[config.mk]
export PLATFORM = sky130hd
export DESIGN_NAME = uart_rx
export DESIGN_NICKNAME = d
export VERILOG_FILES = /design/src/rtl/uart_pkg.sv /design/src/rtl/rx_fifo.sv /design/src/rtl/uart_rx.sv
export SDC_FILE = /design/constraint.sdc
export NUM_CORES = 1
export LEC_CHECK = 0
export ABC_AREA = 1
export ABC_CLOCK_PERIOD_IN_PS = 2320
export BUFFER_PORTS_ARGS = -buffer_cell sky130_fd_sc_hd__buf_2
export CAP_MARGIN = 20
export CORE_ASPECT_RATIO = 1.4
export CORE_MARGIN = 5
export CORE_UTILIZATION = 45
export CTS_CLUSTER_SIZE = 40
export DETAILED_ROUTE_END_ITERATION = 10
export PLACE_DENSITY = 0.69
export SKIP_CTS_REPAIR_TIMING = 1
export SLEW_MARGIN = 5
export SYNTH_ARGS = -nofsm -noshare
export SYNTH_HDL_FRONTEND = slang
export SYNTH_SLANG_ARGS = --single-unit
[constraint.sdc]
create_clock -name CLK -period 2.32 [get_ports CLK]
set_clock_uncertainty 0.1 [all_clocks]
set_input_delay 0.464 -clock CLK [delete_from_list [all_inputs] [get_ports CLK]]
set_output_delay 0.464 -clock CLK [all_outputs]
set_load 0.02 [all_outputs]
[src/rtl/uart_pkg.sv]
// uart_pkg: shared FSM state type, byte type and baud divisor helper for uart_rx.
// UART_RX_PARITY_EN adds the PARITY state between the data bits and the stop bit.
package uart_pkg;

    typedef logic [7:0] byte_t;

    typedef enum logic [2:0] {
        S_IDLE,
        S_START,
        S_DATA,
`ifdef UART_RX_PARITY_EN
        S_PARITY,
`endif
        S_STOP,
        S_WAIT
    } state_e;

    function automatic int clks_per_bit(input int freq, input int baud);
        return freq / baud;
    endfunction

endpackage

[src/rtl/rx_fifo.sv]
// rx_fifo: synchronous FIFO with a registered head output; pointers carry one wrap bit.
module rx_fifo #(
    parameter int WIDTH      = 8,
    parameter int FIFO_DEPTH = 4
) (
    input  logic             clk_i,
    input  logic             rst_i,
    input  logic             push_i,
    input  logic [WIDTH-1:0] push_data_i,
    input  logic             pop_i,
    output logic [WIDTH-1:0] head_o,
    output logic             full_o,
    output logic             empty_o
);
    localparam int AW = $clog2(FIFO_DEPTH);

    logic [WIDTH-1:0] mem_q [FIFO_DEPTH];
    logic [AW:0]      wr_q, rd_q, count;
    logic [AW-1:0]    rd_next;
    logic [WIDTH-1:0] head_q;
    logic             do_push, do_pop;

    assign count   = wr_q - rd_q;
    assign rd_next = rd_q[AW-1:0] + 1'b1;
    assign empty_o = wr_q == rd_q;
    assign full_o  = wr_q == {~rd_q[AW], rd_q[AW-1:0]};
    assign do_pop  = pop_i && !empty_o;
    assign do_push = push_i && (!full_o || do_pop);
    assign head_o  = head_q;

    // storage array, written at the tail; needs no reset
    always_ff @(posedge clk_i)
        if (do_push) mem_q[wr_q[AW-1:0]] <= push_data_i;

    // pointers advance on accepted push/pop and wrap naturally
    always_ff @(posedge clk_i or posedge rst_i)
        if (rst_i) begin
            wr_q <= '0;
            rd_q <= '0;
        end else begin
            wr_q <= wr_q + (AW+1)'(do_push);
            rd_q <= rd_q + (AW+1)'(do_pop);
        end

    // head register reloads only on a pop or on a push that lands at the head
    always_ff @(posedge clk_i or posedge rst_i)
        if (rst_i) head_q <= '0;
        else if (do_pop && count > (AW+1)'(1)) head_q <= mem_q[rd_next];
        else if (do_push && (empty_o || (do_pop && count == (AW+1)'(1)))) head_q <= push_data_i;

endmodule

[src/rtl/uart_rx.sv]
// uart_rx: 8N1 UART receiver with 2-flop synchronizer, sticky error flags and receive FIFO.
// Defining UART_RX_PARITY_EN expects an even-parity bit after bit 7.
module uart_rx
    import uart_pkg::*;
#(
    parameter int CLK_FREQ_HZ = 1_000_000,
    parameter int BAUD        = 100_000,
    parameter int FIFO_DEPTH  = 4
) (
    input  logic       CLK,
    input  logic       RESET,
    input  logic       RXD,
    output logic [7:0] rd_data,
    output logic       rd_valid,
    input  logic       rd_ready,
    output logic       overrun,
    output logic       frame_err,
    input  logic       clr_err
);
    localparam int            CPB  = clks_per_bit(CLK_FREQ_HZ, BAUD);
    localparam int            CW   = $clog2(CPB);
    localparam logic [CW-1:0] HALF = CW'(CPB / 2 - 1);
    localparam logic [CW-1:0] LAST = CW'(CPB - 1);
`ifdef UART_RX_PARITY_EN
    localparam state_e AFTER_DATA = S_PARITY;
`else
    localparam state_e AFTER_DATA = S_STOP;
`endif

    logic [1:0]    sync_q;
    logic          rxs, tick, push, frame_set, pop, fifo_full, fifo_empty, par_bad;
    state_e        state_q, state_d;
    logic [CW-1:0] cnt_q, cnt_d;
    logic [2:0]    bit_q, bit_d;
    byte_t         shift_q, shift_d;
    logic          overrun_q, overrun_d, frame_err_q, frame_err_d;

    assign rxs  = sync_q[1];
    assign tick = cnt_q == ((state_q == S_START) ? HALF : LAST);
    assign pop  = rd_ready && !fifo_empty;

    // two-flop synchronizer, idles high so reset looks like a quiet line
    always_ff @(posedge CLK or posedge RESET)
        if (RESET) sync_q <= 2'b11;
        else sync_q <= {sync_q[0], RXD};

    // FSM state register
    always_ff @(posedge CLK or posedge RESET)
        if (RESET) state_q <= S_IDLE;
        else state_q <= state_d;

    // FSM next state: mid-bit sampling driven by the bit-period counter
    always_comb begin
        state_d = state_q;
        case (state_q)
            S_IDLE:   state_d = rxs ? S_IDLE : S_START;
            S_START:  state_d = !tick ? S_START : (rxs ? S_IDLE : S_DATA);
            S_DATA:   state_d = (tick && bit_q == 3'd7) ? AFTER_DATA : S_DATA;
`ifdef UART_RX_PARITY_EN
            S_PARITY: state_d = tick ? S_STOP : S_PARITY;
`endif
            S_STOP:   state_d = !tick ? S_STOP : (rxs ? S_IDLE : S_WAIT);
            S_WAIT:   state_d = rxs ? S_IDLE : S_WAIT;
            default:  state_d = S_IDLE;
        endcase
    end

    // FSM outputs: push a good byte, flag a bad stop (or parity) sample
    always_comb begin
        push      = state_q == S_STOP && tick && rxs && !par_bad;
        frame_set = state_q == S_STOP && tick && !rxs;
`ifdef UART_RX_PARITY_EN
        frame_set = frame_set || (state_q == S_PARITY && tick && (rxs != ^shift_q));
`endif
    end

    // datapath next state: counter, bit index and LSB-first shift register
    always_comb begin
        cnt_d   = (state_q == S_IDLE || state_q == S_WAIT || tick) ? '0 : cnt_q + 1'b1;
        bit_d   = (state_q == S_DATA) ? bit_q + 3'(tick) : 3'd0;
        shift_d = (state_q == S_DATA && tick) ? {rxs, shift_q[7:1]} : shift_q;
    end

    // datapath registers
    always_ff @(posedge CLK or posedge RESET)
        if (RESET) begin
            cnt_q   <= '0;
            bit_q   <= '0;
            shift_q <= '0;
        end else begin
            cnt_q   <= cnt_d;
            bit_q   <= bit_d;
            shift_q <= shift_d;
        end

`ifdef UART_RX_PARITY_EN
    logic par_bad_q, par_bad_d;

    // remembers a parity mismatch so the stop state discards the byte
    always_comb
        par_bad_d = (state_q == S_START) ? 1'b0 :
                    (state_q == S_PARITY && tick && (rxs != ^shift_q)) ? 1'b1 : par_bad_q;

    // parity mismatch register
    always_ff @(posedge CLK or posedge RESET)
        if (RESET) par_bad_q <= 1'b0;
        else par_bad_q <= par_bad_d;

    assign par_bad = par_bad_q;
`else
    assign par_bad = 1'b0;
`endif

    // sticky flags: a new set condition beats a simultaneous clear
    always_comb begin
        overrun_d   = (push && fifo_full && !pop) || (overrun_q && !clr_err);
        frame_err_d = frame_set || (frame_err_q && !clr_err);
    end

    // sticky flag registers
    always_ff @(posedge CLK or posedge RESET)
        if (RESET) begin
            overrun_q   <= 1'b0;
            frame_err_q <= 1'b0;
        end else begin
            overrun_q   <= overrun_d;
            frame_err_q <= frame_err_d;
        end

    assign overrun   = overrun_q;
    assign frame_err = frame_err_q;
    assign rd_valid  = !fifo_empty;

    rx_fifo #(
        .WIDTH     (8),
        .FIFO_DEPTH(FIFO_DEPTH)
    ) u_fifo (
        .clk_i      (CLK),
        .rst_i      (RESET),
        .push_i     (push),
        .push_data_i(shift_q),
        .pop_i      (rd_ready),
        .head_o     (rd_data),
        .full_o     (fifo_full),
        .empty_o    (fifo_empty)
    );

endmodule

==> results of run 1 <==
==> stage by stage <==
step / instance area [sq um] / instances / hold slack (ns) / utilization [%] / worst slack, ns
floorplan: 3080 / 297 / 0.245 / - / -0.0508
global placement: 3290 / 408 / 0.248 / 49.7 / 0.181
detailed placement: 3290 / 408 / 0.249 / 49.7 / 0.150
CTS: 3490 / 424 / 0.105 / 52.8 / 0.0805
global route: 3490 / 424 / 0.105 / 52.8 / 0.00952
finish: 3490 / 424 / 0.108 / 52.8 / 0.119
==> cell usage in the layout (no fill, tap or decap) <==
cell type   netlist  final
nor2_2            1      1
a21oi_4           1      1
xnor2_1           2      2
dfstp_2           2      2
nand3_2           1      1
nand3_4           1      1
nand3b_1          2      2
inv_6             0      4
buf_2             1     15
nand2_2           5      5
xor2_1            3      3
nor2_4            3      3
inv_2             3      3
o21ai_0           4      4
inv_4             1      1
o21ai_1          14     14
nor2_1           12     12
nand3_1          24     24
o31ai_1           2      2
nor3_1            4      4
clkbuf_8          0      9
o21ai_2           6      6
ha_1              9      9
clkinvlp_4        0      2
nand4_2           1      1
nand4_1           1      1
buf_4             1      8
dfrtp_1          34     34
nand2_1          81     81
edfxtp_1         32     32
nand2_4           2      2
inv_1            39     39
bufinv_16         0      1
a21oi_1           1      1
o32ai_1           1      1
fa_1              1      1
==> critical path, stage by stage (launching register included) <==
cell,delay (ns)
dfrtp_1,0.52
inv_2,0.07
ha_1,0.28
nand2_1,0.05
inv_1,0.12
nand2_1,0.09
buf_2,0.16
==> area by class of cell <==
type	count	area share (%)
Clock buffer	9	3.55
Clock inverter	7	2.29
Inverter	43	4.70
Multi-Input combinational cell	182	28.9
Sequential cell	68	53.4
Tap cell	92	3.30
Timing Repair Buffer	23	3.87
==> logic make-up after synthesis <==
group	Yosys count	share of synthesized area, %
compound gates	29	6.10
buf+inv	47	6.63
flops	68	60.6
xor+xnor	5	1.42
fa+ha+maj	10	4.31
simple gates	138	20.9
==> flip-flops by register name (all words and copies together) (netlist names) <==
register,flops
overrun,1
u_fifo.wr_q,3
u_fifo.head_o,8
shift_q,8
bit_q,3
state_q,3
sync_q,2
u_fifo.rd_q,3
frame_err,1
u_fifo.mem_q,32
cnt_q,4
==> power groups by stage <==
stage	clock network (mW)	registers [mW]	logic (mW)
after detailed placement	0	1.64	1.46
after CTS	1.01	1.61	1.48
after global placement	0	1.63	1.44
after floorplan	0	1.65	1.15
final	0.981	1.61	1.46
after global routing	1.06	1.64	1.67
==> worst min path at each step <==
stage | endpoint | slack [ns] | startpoint | depth (start not counted)
final | u_fifo.head_o[5]$_DFFE_PP0P_ | 0.11 | RESET | 3
after global routing | sync_q[0]$_DFF_PP1_ | 0.11 | RXD | 1
after CTS | sync_q[0]$_DFF_PP1_ | 0.10 | RXD | 1
after detailed placement | sync_q[1]$_DFF_PP1_ | 0.25 | sync_q[0]$_DFF_PP1_ | 0
after global placement | sync_q[1]$_DFF_PP1_ | 0.25 | sync_q[0]$_DFF_PP1_ | 0
after floorplan | sync_q[1]$_DFF_PP1_ | 0.25 | sync_q[0]$_DFF_PP1_ | 0
==> layer usage <==
| layer | wire, microns | global-route usage, % | vias to the layer above |
|---|---|---|---|
| met5 | 0 | 0 | - |
| met4 | 81 | 5.56 | 0 |
| met3 | 115 | 3.60 | 6 |
| met1 | 2290 | 16.6 | 944 |
| met2 | 2820 | 24.6 | 21 |
| li1 | - | - | 1026 |
==> impl_metrics.py, run 1 <==
metrics = {
    "clock_tree": {
        "cts_sinks": 68,
        "cts_tree": "yes",
        "cts-root-buf": "clkbuf_8",
        "tritoncts.num_buffers": 9,
        "clock_latency_ns": 0.33,
        "htree_num_levels": 3,
        "clk_pin_slew_ns": 0.08,
        "clock_path_buffers": 2,
    },
    "critical_path": {
        "worst_ep_arrival_time_ns": 1.64,
        "worst-r2r-cell-count": 10,
        "r2r_start": "u_fifo.rd_q[1]$_DFF_PP0_",
        "crit_path_end": "rd_valid",
        "reg2reg_to": "u_fifo.wr_q[2]$_DFF_PP0_",
        "required_ns": 1.76,
        "crit_start": "u_fifo.rd_q[1]$_DFF_PP0_",
        "path_class": "reg -> out",
        "r2r_slack_ns": 0.16,
        "cp_max_fo": 5,
        "cp-end-kind": "output port",
        "start_kind": "flop",
    },
    "power_and_ir_drop": {
        "p_sw_share_pct": 40.0,
        "p_comb_share_pct": 36.1,
        "internal_power_mw": 2.43,
        "p_per_area_mw_per_mm2": 1160,
        "pwr-share-clk_pct": 24.2,
        "switchingPower_mw": 1.62,
        "power_mw": 4.06,
        "ir_drop_mv": 0.774,
        "p_leak_nw": 1.58,
        "seqPwrFrac_pct": 39.8,
    },
    "routing": {
        "first_pass_iters": 4,
        "via_per_inst": 4.71,
        "detailroute.via_count": 1997,
        "antenna_left": 0,
        "drcViolationCount": 0,
        "drt_first_iter_violations": 60,
        "postRouteWirelength_mm": 5.30,
        "wl_per_cell_microns": 12.5,
    },
    "die": {
        "die_w_microns": 79.9,
        "die_h_microns": 108,
        "dieArea_sq_mm": 0.00861,
        "core_area_sq_mm": 0.00661,
        "std_cell_rows": 35,
        "ios": 16,
        "initial_core_util_pct": 46.5,
    },
    "final_layout": {
        "drive_above_1_share_pct": 19.9,
        "regArea_sq_mm": 0.00186,
        "multi_input_area_sq_mm": 0.00101,
        "antenna_cells": 0,
        "fill_cells": 578,
        "finalNetCount": 342,
        "area_growth_pct": 13.5,
    },
    "global_route": {
        "grt_max_degree": 37,
        "gr-usage-all-layers_pct": 14.2,
        "grt_pass1_vias": 2005,
        "grt_pass1_wl_mm": 9.33,
        "grt_overflow": 0,
        "antenna_found_initial": 0,
    },
    "yosys": {
        "yosys.area.top_type": "edfxtp_1",
        "synth-warning-count": 0,
        "synth_cell_types": 34,
        "ys.flop_type": "dfrtp_1",
        "synth_common_cells": "81 x nand2_1, 39 x inv_1, 34 x dfrtp_1, 32 x edfxtp_1, 24 x nand3_1",
        "synth_edf_count": 32,
        "synth.avg_cell_area_sq_um": 10.4,
        "syn-cell-area_sq_mm": 0.00308,
        "synthCells": 297,
        "synthesis.nets": 312,
        "seq_area_frac_synth_pct": 60.6,
        "synth_most_common_cell": "nand2_1",
        "synth_top_area_share_pct": 31.2,
        "ys_async_sr_fraction_pct": 52.9,
        "synth_seq_cells": 68,
        "synthTopCellsByArea": "edfxtp_1 31%, dfrtp_1 28%, nand2_1 9.9%",
    },
    "placement": {
        "dpl.hpwl_mm": 3.98,
        "io_buffers": 15,
        "gp_congestion": 0.769,
    },
    "min_path": {
        "hp-class": "in -> async",
    },
    "timing": {
        "setup-tns-final_ns": 0,
        "slew_violations": 0,
        "hold_viol_final": 0,
        "post-route-period-util_pct": 94.9,
        "finalSetupViolCount": 0,
        "worst_slew_pin_slew_ns": 0.503,
        "grt_setup_unrepaired": "no",
        "max_clock_freq_mhz": 454,
        "max_slew_margin_pct": 66.4,
        "layout_min_cycle_time_ns": 2.20,
    },
    "job": {
        "cap_viol_max_count": 0,
    },
    "status": {
        "status": "finished clean",
    },
}
Note: power is estimated with default switching activity, not from simulation.
==> run 2: changes to the inputs <==
Settings changed: ABC_CLOCK_PERIOD_IN_PS 2320 to 2600, PLACE_DENSITY 0.69 to 0.67.
Clock period 2.32 ns to 2.6 ns, I/O delays scaled along.
==> run 2 against run 1 <==
Against the previous run: clock-buffer cell count rose by 1; sequential share of layout area grew 0.80 points; hold slack gained 0.052 ns; die area stayed put; critical path type unchanged; largest cell class unchanged.
==> impl_metrics.py, run 2 (same netlist as run 1, synthesis figures left out) <==
metrics = {
    "timing": {
        "slew_violations": 0,
        "finalSetupViolCount": 0,
        "max_slew_margin_pct": 64.7,
        "grt_setup_unrepaired": "no",
        "hold_viol_final": 0,
        "post-route-period-util_pct": 90.5,
        "layout_min_cycle_time_ns": 2.35,
        "setup-tns-final_ns": 0,
        "worst_slew_pin_slew_ns": 0.529,
        "max_clock_freq_mhz": 425,
        "fin_ws_ns": 0.247,
    },
    "clock_tree": {
        "cts_tree": "yes",
        "cts-root-buf": "clkbuf_8",
        "tritoncts.num_buffers": 9,
        "htree_num_levels": 3,
        "clock_latency_ns": 0.34,
        "clk_pin_slew_ns": 0.08,
        "clock_path_buffers": 2,
        "cts_sinks": 68,
    },
    "placement": {
        "dpl_cell_area_sq_mm": 0.00327,
        "gp_congestion": 0.811,
        "dpl.cell_count": 406,
        "io_buffers": 15,
        "place_ws_ns": 0.288,
        "dpl.hpwl_mm": 3.91,
    },
    "routing": {
        "drt_first_iter_violations": 73,
        "wl_per_cell_microns": 12.7,
        "via_per_inst": 4.80,
        "detailroute.via_count": 2025,
        "postRouteWirelength_mm": 5.38,
        "drcViolationCount": 0,
        "first_pass_iters": 4,
        "antenna_left": 0,
    },
    "die": {
        "ios": 16,
        "dieArea_sq_mm": 0.00861,
        "core_area_sq_mm": 0.00661,
        "initial_core_util_pct": 46.5,
        "die_w_microns": 79.9,
        "std_cell_rows": 35,
        "die_h_microns": 108,
    },
    "power_and_ir_drop": {
        "power_mw": 3.47,
        "p_per_area_mw_per_mm2": 1010,
        "internal_power_mw": 2.05,
        "switchingPower_mw": 1.43,
        "pwr-share-clk_pct": 21.5,
        "p_comb_share_pct": 37.2,
        "p_leak_nw": 1.55,
        "p_sw_share_pct": 41.1,
        "seqPwrFrac_pct": 41.4,
        "ir_drop_mv": 0.562,
    },
    "final_layout": {
        "antenna_cells": 0,
        "drive_above_1_share_pct": 18.5,
        "fin_cells": 422,
        "final_cell_mix": "81 x nand2_1, 39 x inv_1, 34 x dfrtp_1",
        "finalNetCount": 340,
        "largest_reg_flops": 32,
        "fill_cells": 595,
        "final_common_cell": "nand2_1",
        "fin_area_sq_mm": 0.00344,
        "area_growth_pct": 11.8,
    },
    "critical_path": {
        "crit_start": "u_fifo.rd_q[1]$_DFF_PP0_",
        "worst_ep_arrival_time_ns": 1.73,
        "path_class": "reg -> out",
        "r2r_start": "u_fifo.rd_q[1]$_DFF_PP0_",
        "required_ns": 1.98,
        "cp-end-kind": "output port",
        "critPathSlowestCell": "dfrtp_1",
        "cp_max_fo": 9,
        "crit_chain": "inv_2, ha_1, nand2_1, inv_1, nand2_1, buf_2",
        "cpMostUsedCell": "nand2_1",
        "start_kind": "flop",
        "slowest_delay_ns": 0.50,
    },
    "global_route": {
        "gr-usage-all-layers_pct": 15.0,
        "met1_usage_pct": 17.8,
        "grt_pass1_wl_mm": 9.79,
        "antenna_found_initial": 0,
        "grt_max_degree": 37,
        "grt-busiest-layer": "met2",
        "grt_overflow": 0,
        "use_met2_pct": 24.6,
        "grtUsageMet3_pct": 3.10,
        "grt_pass1_vias": 2132,
    },
    "status": {
        "status": "finished clean",
    },
    "job": {
        "cap_viol_max_count": 0,
    },
    "min_path": {
        "hp-class": "in -> async",
    },
}
==> run 2: path summary, 6_finish.rpt <==
| path | endpoint | slack [ns] | depth (start not counted) |
|---|---|---|---|
| hold / removal | shift_q[3]$_DFFE_PP0P_ | 0.16 | 3 |
| min in group CLK | sync_q[0]$_DFF_PP1_ | 0.17 | 1 |
| setup / recovery | rd_valid | 0.25 | 6 |
| max in group asynchronous | sync_q[1]$_DFF_PP1_ | 1.88 | 3 |
| hold reg to reg | sync_q[1]$_DFF_PP1_ | 0.26 | 0 |
| setup reg to reg | u_fifo.wr_q[2]$_DFF_PP0_ | 0.28 | 10 |
==> run 2: layer usage <==
metal  share of wire [%]  vias to the layer above  wire, microns
li1                    -                     1026              -
met1                  43                      956           2290
met2                  52                       33           2780
met3                 3.5                       10            189
met4                 2.1                        0            114
met5                   0                        -              0
==> run 2: area by class of cell <==
type	count	area, sq um	share of cell area [%]
clock buffer	10	128	3.71
clock inverter	6	40.0	1.16
inverter	43	164	4.77
multi-input combinational	182	1010	29.3
sequential	68	1860	54.2
tap	92	115	3.35
timing repair buffer	21	120	3.49
==> run 2: per-stage QoR <==
step | util (%) | hold slack [ns]
2_1_floorplan | - | 0.245
3_3_place_gp | 49.5 | 0.247
3_5_place_dp | 49.5 | 0.248
4_1_cts | 52.0 | 0.156
5_1_grt | 52.0 | 0.157
6_report | 52.0 | 0.160
==> run 2: power groups by stage <==
stage               clock, mW  sequential [mW]  combinational [mW]
floorplan                   0             1.47                1.03
global placement            0             1.45                1.28
detailed placement          0             1.46                1.30
CTS                     0.767             1.44                1.31
global route            0.811             1.46                1.48
finish                  0.745             1.44                1.29
==> run 2: critical path: cells and delay by family (launching register included) <==
kind	cells	cell delay [ns]
adder cells (fa/ha/maj)	1	0.30
buffers and inverters	3	0.44
flip-flops	1	0.50
AND/OR/NAND/NOR	2	0.15
